==> config.mk <==
export PLATFORM = sky130hd
export DESIGN_NAME = pwm_multi_ch
export DESIGN_NICKNAME = d
export VERILOG_FILES = /design/src/rtl/pwm_multi_ch.sv
export SDC_FILE = /design/constraint.sdc
export NUM_CORES = 1
export LEC_CHECK = 0
export ABC_AREA = 1
export CAP_MARGIN = 20
export CELL_PAD_IN_SITES_DETAIL_PLACEMENT = 1
export CELL_PAD_IN_SITES_GLOBAL_PLACEMENT = 1
export CORE_ASPECT_RATIO = 0.7
export CORE_MARGIN = 2
export CORE_UTILIZATION = 35
export CTS_CLUSTER_DIAMETER = 30
export DETAILED_ROUTE_END_ITERATION = 10
export PLACE_DENSITY = 0.75
export SYNTH_ARGS = -nofsm -noshare
export SYNTH_HDL_FRONTEND = slang
export SYNTH_SLANG_ARGS = --single-unit
==> constraint.sdc <==
create_clock -name clk -period 1.9 [get_ports clk]
set_input_delay 0.19 -clock clk [delete_from_list [all_inputs] [get_ports clk]]
set_output_delay 0.19 -clock clk [all_outputs]
set_load 0.005 [all_outputs]
==> src/rtl/pwm_multi_ch.sv <==
// Multi-channel PWM with a shared period counter and shadow/active duty and period registers.
// Define PWM_DEADTIME_EN to add per-channel dead-time insertion on the high/low gate pair.
module pwm_multi_ch #(
  parameter int WIDTH      = 9,
  parameter int CHANNELS   = 2,
  parameter int CH_W       = 1,
  parameter int DEAD       = 4,
  parameter int RST_PERIOD = 511
) (
  input  logic                clk,
  input  logic                rst,
  input  logic                en,
  input  logic                per_ld,
  input  logic [WIDTH-1:0]    per_in,
  input  logic                duty_ld,
  input  logic [CH_W-1:0]     duty_ch,
  input  logic [WIDTH-1:0]    duty_in,
  output logic [WIDTH-1:0]    cnt,
  output logic                wrap,
  output logic [CHANNELS-1:0] out_h,
  output logic [CHANNELS-1:0] out_l
);

  localparam logic [WIDTH-1:0] RST_PER = WIDTH'(RST_PERIOD);

  logic [WIDTH-1:0]    per_sh;
  logic [WIDTH-1:0]    per_act;
  logic [WIDTH-1:0]    duty_sh  [CHANNELS];
  logic [WIDTH-1:0]    duty_act [CHANNELS];
  logic [CHANNELS-1:0] raw;

  assign wrap = (cnt == per_act);

  // Active registers only move at the wrap edge, or continuously while stopped.
  always_ff @(posedge clk) begin
    if (rst) begin
      cnt     <= '0;
      per_sh  <= RST_PER;
      per_act <= RST_PER;
      for (int i = 0; i < CHANNELS; i++) begin
        duty_sh[i]  <= '0;
        duty_act[i] <= '0;
      end
    end else begin
      if (!en || wrap) cnt <= '0;
      else             cnt <= cnt + WIDTH'(1);

      if (per_ld)      per_sh  <= per_in;
      if (!en || wrap) per_act <= per_sh;

      for (int i = 0; i < CHANNELS; i++) begin
        if (duty_ld && (duty_ch == CH_W'(i))) duty_sh[i] <= duty_in;
        if (!en || wrap)                      duty_act[i] <= duty_sh[i];
      end
    end
  end

  always_comb begin
    raw = '0;
    for (int i = 0; i < CHANNELS; i++)
      raw[i] = en & (cnt < duty_act[i]);
  end

`ifdef PWM_DEADTIME_EN
  localparam logic [7:0] DEAD_V = 8'(DEAD);

  logic [CHANNELS-1:0] raw_q;
  logic [7:0]          dt_cnt [CHANNELS];

  // Any edge of raw blanks both gates; a new edge inside the window restarts it.
  always_ff @(posedge clk) begin
    if (rst || !en) begin
      raw_q <= '0;
      out_h <= '0;
      out_l <= '0;
      for (int i = 0; i < CHANNELS; i++) dt_cnt[i] <= '0;
    end else begin
      for (int i = 0; i < CHANNELS; i++) begin
        raw_q[i] <= raw[i];
        if (raw[i] != raw_q[i]) begin
          if (DEAD_V == 8'd0) begin
            out_h[i] <= raw[i];
            out_l[i] <= ~raw[i];
          end else begin
            out_h[i]  <= 1'b0;
            out_l[i]  <= 1'b0;
            dt_cnt[i] <= DEAD_V - 8'd1;
          end
        end else if (dt_cnt[i] != 8'd0) begin
          out_h[i]  <= 1'b0;
          out_l[i]  <= 1'b0;
          dt_cnt[i] <= dt_cnt[i] - 8'd1;
        end else begin
          out_h[i] <= raw[i];
          out_l[i] <= ~raw[i];
        end
      end
    end
  end
`else
  always_ff @(posedge clk) begin
    if (rst) begin
      out_h <= '0;
      out_l <= '0;
    end else begin
      out_h <= raw;
      out_l <= {CHANNELS{en}} & ~raw;
    end
  end
`endif

endmodule

-- Word level (Yosys, flattened, before mapping)
Memories as Yosys holds them, arrays and structs flattened.
Cells that the tools add are included.
- register bits: 31
- bits in writable memories: 36
- input bits: 24
- output and inout bits: 14
- logic and storage cells: 40
- memories: 2
- memories (name ; words ; bits a word ; rd ports ; clocked after Yosys merged registers in ; wr ports ; RTL line ; text):
    duty_act ; 2 ; 9 ; 2 ; 0 ; 2 ; 29 ; logic [WIDTH-1:0] duty_act [CHANNELS];
    duty_sh ; 2 ; 9 ; 2 ; 0 ; 2 ; 28 ; logic [WIDTH-1:0] duty_sh [CHANNELS];
- add/subtract/negate cells: 1
- $lt $le $gt $ge: 2
- equal/unequal tests: 1
- mux-type cells: 15
- bitwise operators: 9
- reduce and logical (&&, ||, !) cells: 5
- operator list (operator ; count):
    $mux W9 ; 4
    $lt A9 B9 Y1 ; 2
    $mux W1 ; 11
    $add A9 B1 Y9 const B ; 1
    $eq A9 B9 Y1 ; 1
    $or A1 B1 Y1 ; 4
    $and A1 B1 Y1 ; 2
    $and A2 B2 Y2 ; 1
    $logic_and A1 B1 Y1 ; 2
    $not A2 Y2 ; 1
    $reduce_or A2 Y1 ; 1
    $logic_not A1 Y1 ; 1
    $logic_or A1 B1 Y1 ; 1
    $not A1 Y1 ; 1

-- Longest topological paths before layout
Gate-level depths: netlist of run 1.
- word-level depth: 6
- mapped depth: 10
- gate-level depth less buffers: 9

-- Least setup slack after synthesis of run 1
Ideal clock, no wire load.
- path kind: register to register
- start: reg cnt[6]
- end: mem duty_act[0][0], enable pin
- library setup time: 0.358 ns
- arrival time: 1.213 ns
- required time: 1.542 ns
- path slack: 0.329 ns
- cell stages (with the launch flop): 6
- path buffers: 0
- period minus slack after synthesis: 1.571 ns
- path through: dfxtp_1 xnor2_1 nand2_1 nor2_2 nand2_4 nand2_2
- RTL lines (what ; RTL line ; text):
    from (decl) ; 18 ; output logic [WIDTH-1:0] cnt,
    from (signal assigned) ; 46 ; else cnt <= cnt + WIDTH'(1);
    to (decl) ; 29 ;

-- Worst setup path in the final report of run 1
- start: reg cnt[3]
- end: out wrap
- longest elaborated chain between the ends: 1
- ends and longest elaborated chain (what ; RTL line ; text):
    $eq A9 B9 Y1 ; 32 ; assign wrap = (cnt == per_act);
    to (decl) ; 19 ; output logic wrap,
Every way passes these cells.

==> results of run 1 <==
-- layout make-up --
type	count	area (µm²)	area share, %
tap	120	150.1	3.769
clock inverter	1	5.005	0.1256
clock buffer	15	289.0	7.255
inverter	57	214.0	5.371
sequential	67	1705	42.81
multi-input combinational	192	1119	28.08
timing repair buffer	53	501.7	12.59
-- stage by stage --
stage / hold slack (ps) / area (µm²) / power, mW / utilization (%)
6_report: 436.2 / 3984 / 3.569 / 46.99
5_1_grt: 442.4 / 3984 / 3.719 / 46.99
4_1_cts: 428.9 / 3984 / 3.615 / 46.99
3_5_place_dp: 448.7 / 3672 / 2.005 / 43.31
3_3_place_gp: 445.6 / 3672 / 1.986 / 43.31
2_1_floorplan: 312.1 / 3070 / 1.867 / -
-- cell usage in the layout (no fill, tap or decap), drive strengths merged --
| master | n |
|---|---|
| edfxtp | 36 |
| clkinv | 2 |
| dfxtp | 31 |
| ha | 17 |
| a21oi | 8 |
| clkdlybuf4s50 | 36 |
| nor2 | 48 |
| dlygate4sd2 | 1 |
| nand3 | 33 |
| nor3 | 1 |
| or2 | 2 |
| inv | 56 |
| xnor2 | 8 |
| xor2 | 2 |
| clkbuf | 15 |
| buf | 16 |
| o21ai | 3 |
| nand4 | 3 |
| nand2 | 67 |
-- worst max path at each step --
| stage | startpoint | end | slack, ps | cells after the start |
|---|---|---|---|---|
| after floorplan | cnt[6] | duty_act[0][0] | 330 | 5 |
| after global placement | cnt[0] | wrap | 240 | 7 |
| after detailed placement | cnt[0] | wrap | 140 | 7 |
| after CTS | cnt[3] | wrap | 200 | 6 |
| after global routing | cnt[3] | duty_act[0][2] | 110 | 8 |
| final | cnt[3] | wrap | 210 | 6 |
-- flip-flops by register name (all words and copies together) (netlist names) --
| register | count |
|---|---|
| duty_sh | 18 |
| per_act | 9 |
| duty_act | 18 |
| out_l | 2 |
| per_sh | 9 |
| cnt | 9 |
| out_h | 2 |
-- power groups by stage --
stage / logic [mW] / registers, mW / clock network [mW]
after floorplan: 0.186 / 1.68 / 0
after global placement: 0.301 / 1.69 / 0
after detailed placement: 0.313 / 1.69 / 0
after CTS: 0.317 / 1.66 / 1.64
after global routing: 0.353 / 1.67 / 1.70
final: 0.311 / 1.66 / 1.59
-- tightest hold or removal path, stage by stage --
cell and delay (ps):
clkdlybuf4s50_1 400, nand2_1 60, nand3_1 60
-- routing by layer --
metal,part of all wire [%],vias to the layer above,GRT usage [%]
li1,-,1137,-
met1,46,1046,18.07
met2,49,32,27.49
met3,3.6,12,5.401
met4,1.8,0,6.071
met5,0,-,0
-- logic make-up after synthesis --
logic type	Yosys count
buffers and inverters	63
and+or+nand+nor	154
DFF	67
adders and majority gates	17
AOI/OAI and AO/OA	11
xor gates and xnor gates	10
-- repair_timing --
| action | CTS | global route |
|---|---|---|
| resized for setup | 5 | 0 |
| setup endpoints to repair | 1 | 0 |
| buffers inserted | 1 | 0 |
| hold buffers | 0 | 0 |
==> flow_summary.json, run 1 <==
{
  "powerDensity_nw_per_um2": 895.8,
  "area_growth_pct": 29.75,
  "critPathRequiredTime_ps": 1710,
  "max_stage_delay_ps": 340,
  "worstPathCellList": "xnor2_2 -> nand3_1 -> nor2_2 -> nand2_4 -> inv_1 -> dlygate4sd2_1",
  "die_width_um": 116.0,
  "hold_violations": 0,
  "power_leakage_nw": 1.783,
  "grt_pass1_wl_mm": 10.97,
  "clock_power_share_pct": 44.7,
  "crit_type": "reg2out",
  "initialDrtViolationCount": 79,
  "holdPathEnd": "per_sh[7]",
  "dp.final_hpwl_mm": 5.006,
  "fillCellCount": 975,
  "p_int_mw": 2.796,
  "antenna_found_initial": 0,
  "die-area_um2": 9550,
  "syn_avg_cell_area_um2": 9.536,
  "num_antenna_cells": 0,
  "path_buf_inv": 2,
  "synth_xor_area_share_pct": 2.852,
  "fin_crit_sh_pct": 88.89,
  "p_sw_uw": 772.6,
  "synth_top_cell_by_area": "edfxtp_1",
  "synthSimpleGateAreaFrac_pct": 24.61,
  "drive_gt1_share_pct": 13.77,
  "synth_top_area_share_pct": 35.21,
  "crit_family": "simple AND/OR/NAND/NOR gates",
  "syn-num-nets": 363,
  "synthTopCellsByCount": "nand2_1, inv_1, edfxtp_1, nor2_1, nand3_1",
  "grt_pass1_vias": 2284,
  "clkTransAtPathRegs_ps": 50,
  "drt-total-wl_mm": 6.732,
  "track_usage_pct": 15.75,
  "rrSetupSlack_ps": 220,
  "num_vias": 2227,
  "synth-seq-cells": 67,
  "ant_nets": 0,
  "synth-async-reset-ratio_pct": 0,
  "viasPerCell": 4.410,
  "rsz0062_at_grt": "no",
  "cp-end-kind": "primary output",
  "clk_path_buf_depth": 2,
  "critPathSlowestCell": "dfxtp_2",
  "rows": 28,
  "syn-instance-count": 322,
  "cts_htree_levels": 3,
  "comb_power_share_pct": 8.7,
  "setup_violations": 0,
  "reg2reg_from": "cnt[3]",
  "max_freq_mhz": 592.1,
  "max-slew-margin-rel_pct": 67.46,
  "switching_share_pct": 21.65,
  "min-delay-start": "per_in[7]",
  "hold-path-cell-count": 3,
  "core_area_um2": 8478,
  "wire_per_inst_um": 13.33,
  "io_pins": 38,
  "drc": 0,
  "layout.cells.non_filler": 505,
  "fin_ws_ps": 211.2,
  "cts_buffers": 9,
  "fin_nets": 421,
  "synth_top_family_by_area": "simple AND/OR/NAND/NOR gates",
  "tns_ps": 0,
  "status": "complete, no violations",
  "synth_area_um2": 3070,
  "clock_latency_ps": 330,
  "dp.cells": 488,
  "seq_area_frac_synth_pct": 55.42,
  "synth_cell_types": 25,
  "cts_root_buf": "clkbuf_16",
  "tightest_slew_ps": 486.9,
  "first_pass_iters": 4,
  "maxSlewViolCount": 0,
  "overflow": 0,
  "synth-compound-area-share_pct": 1.793,
  "gp_congestion": 0.7894,
  "crit_fanout": 2,
  "peakVddDrop_mv": 0.4592,
  "start_kind": "flop",
  "cts_tree": "built",
  "start_util_pct": 36.22,
  "synth_warnings": 0,
  "rr_worst_depth": 7,
  "die_h_um": 82.37,
  "synth_mux_area_share_pct": 0,
  "port_buffers": 37,
  "timing.rr.end": "duty_act[0][8]",
  "synthFlopType": "edfxtp_1",
  "grt_start_max_net_pins": 27,
  "synth_edf_count": 36,
  "finalClockSkew_ps": 6.534,
  "synth_most_common_cell": "nand2_1",
  "synthAdderAreaFrac_pct": 6.927,
  "drv_cap": 0,
  "worstPathArrival_ps": 1500,
  "holdCritPathClass": "in2reg",
  "yosys-top-cells-area": "edfxtp_1, dfxtp_1, nand2_1",
  "place_ws_ps": 144.2,
  "seqPwrFrac_pct": 46.6,
  "min_period_ps": 1689,
  "cts.sinks": 67
}
(Power assumes the default switching activity.)
==> run 2: changes to the inputs <==
--- a/config.mk
+++ b/config.mk
@@ -9,12 +9,14 @@
 export CAP_MARGIN = 20
 export CELL_PAD_IN_SITES_DETAIL_PLACEMENT = 1
 export CELL_PAD_IN_SITES_GLOBAL_PLACEMENT = 1
-export CORE_ASPECT_RATIO = 0.7
+export CORE_ASPECT_RATIO = 0.9
 export CORE_MARGIN = 2
 export CORE_UTILIZATION = 35
 export CTS_CLUSTER_DIAMETER = 30
 export DETAILED_ROUTE_END_ITERATION = 10
 export PLACE_DENSITY = 0.75
+export SKIP_CTS_REPAIR_TIMING = 1
+export SLEW_MARGIN = 20
 export SYNTH_ARGS = -nofsm -noshare
 export SYNTH_HDL_FRONTEND = slang
 export SYNTH_SLANG_ARGS = --single-unit
==> flow_summary.json, run 2 (synthesized netlist as in run 1, its figures left out) <==
{
  "setup_violations": 0,
  "cts_root_buf": "clkbuf_8",
  "gp_congestion": 0.7696,
  "clk_path_buf_depth": 2,
  "antenna_found_initial": 0,
  "max_freq_mhz": 572.3,
  "port_buffers": 37,
  "min_period_ps": 1747,
  "max-slew-margin-rel_pct": 72.89,
  "start_util_pct": 36.00,
  "finalClockSkew_ps": 11.09,
  "clkTransAtPathRegs_ps": 80,
  "cts_buffers": 9,
  "crit_type": "reg2reg",
  "cp-end-kind": "flop",
  "final_common_cell": "nand2_1",
  "core_area_um2": 8528,
  "peakVddDrop_mv": 0.4342,
  "wire_per_inst_um": 12.37,
  "cts_htree_levels": 3,
  "io_pins": 38,
  "maxSlewViolCount": 0,
  "hold_violations": 0,
  "drv_cap": 0,
  "num_vias": 2200,
  "status": "complete, no violations",
  "rsz0062_at_grt": "no",
  "grt_pass1_wl_mm": 10.55,
  "place_ws_ps": 243.5,
  "final_cell_mix": "nand2_1, inv_1, nor2_1, edfxtp_1, clkdlybuf4s50_1",
  "fin_crit_sh_pct": 91.97,
  "drc": 0,
  "fin_nets": 425,
  "cts.sinks": 67,
  "die_h_um": 92.86,
  "power_leakage_nw": 1.745,
  "start_kind": "flop",
  "grt_start_max_net_pins": 27,
  "area_growth_pct": 26.98,
  "first_pass_iters": 4,
  "drt-total-wl_mm": 6.282,
  "grt_pass1_vias": 2256,
  "viasPerCell": 4.331,
  "worstPathArrival_ps": 1800,
  "track_usage_pct": 14.57,
  "initialDrtViolationCount": 51,
  "multi_input_area_um2": 1111,
  "fillCellCount": 974,
  "tightest_slew_ps": 405.6,
  "powerDensity_nw_per_um2": 784.9,
  "dp.final_hpwl_mm": 4.817,
  "die-area_um2": 9539,
  "seq_area_um2": 1705,
  "ant_nets": 0,
  "rows": 32,
  "cts_tree": "built",
  "critPathRequiredTime_ps": 1950,
  "holdCritPathClass": "in2reg",
  "top_regs": "duty_act x18, duty_sh x18",
  "fin_util_pct": 45.72,
  "drive_gt1_share_pct": 14.65,
  "overflow": 0,
  "rrSetupSlack_ps": 150,
  "crit_fanout": 26,
  "num_antenna_cells": 0,
  "fin_ws_ps": 152.6,
  "die_width_um": 102.7,
  "clock_latency_ps": 350
}
-- run 2: power by group --
part | internal [mW] | switching (mW)
sequential | 1.62 | 0.0359
clock | 0.492 | 0.610
combinational | 0.136 | 0.166
-- run 2: path summary, 6_finish.rpt --
path | startpoint | endpoint | depth (start not counted)
max | per_act[7] | duty_act[0][7] | 8
min | per_in[0] | per_sh[0] | 3
max reg2reg | per_act[7] | duty_act[0][7] | 8
min reg2reg | cnt[0] | cnt[0] | 1
-- run 2: cell type report --
cell class / count / area share (%)
repair buffers: 57 / 13.74
multi-input cells: 192 / 28.50
clock buffers: 9 / 3.177
inverters: 57 / 5.488
clock inverters: 7 / 1.540
flip-flops and latches: 67 / 43.74
well taps: 119 / 3.819
-- run 2: critical path, stage by stage, from the launching register on --
cell	delay (ps)
dfxtp_1	320
xnor2_1	210
nand2_1	90
nor2_2	170
nand2_4	90
buf_4	140
buf_4	150
nand2_2	80
buf_12	170
-- run 2: layer usage --
metal	wire length [µm]	track usage, %	up-vias
li1	-	-	1140
met1	2906	18.16	1011
met2	3023	23.47	38
met3	227	3.321	11
met4	124	7.456	0
met5	0	0	-
-- run 2: stage by stage --
| stage | power (mW) | setup TNS, ps | std cells | instance area (µm²) | hold slack (ps) |
|---|---|---|---|---|---|
| CTS | 3.103 | -143.4 | 503 | 3855 | 387.5 |
| global route | 3.206 | 0 | 508 | 3899 | 412.1 |
| finish | 3.060 | 0 | 508 | 3899 | 402.4 |
| global placement | 1.979 | 0 | 487 | 3671 | 443.9 |
| floorplan | 1.867 | 0 | 322 | 3070 | 312.1 |
| detailed placement | 1.997 | 0 | 487 | 3671 | 449.7 |
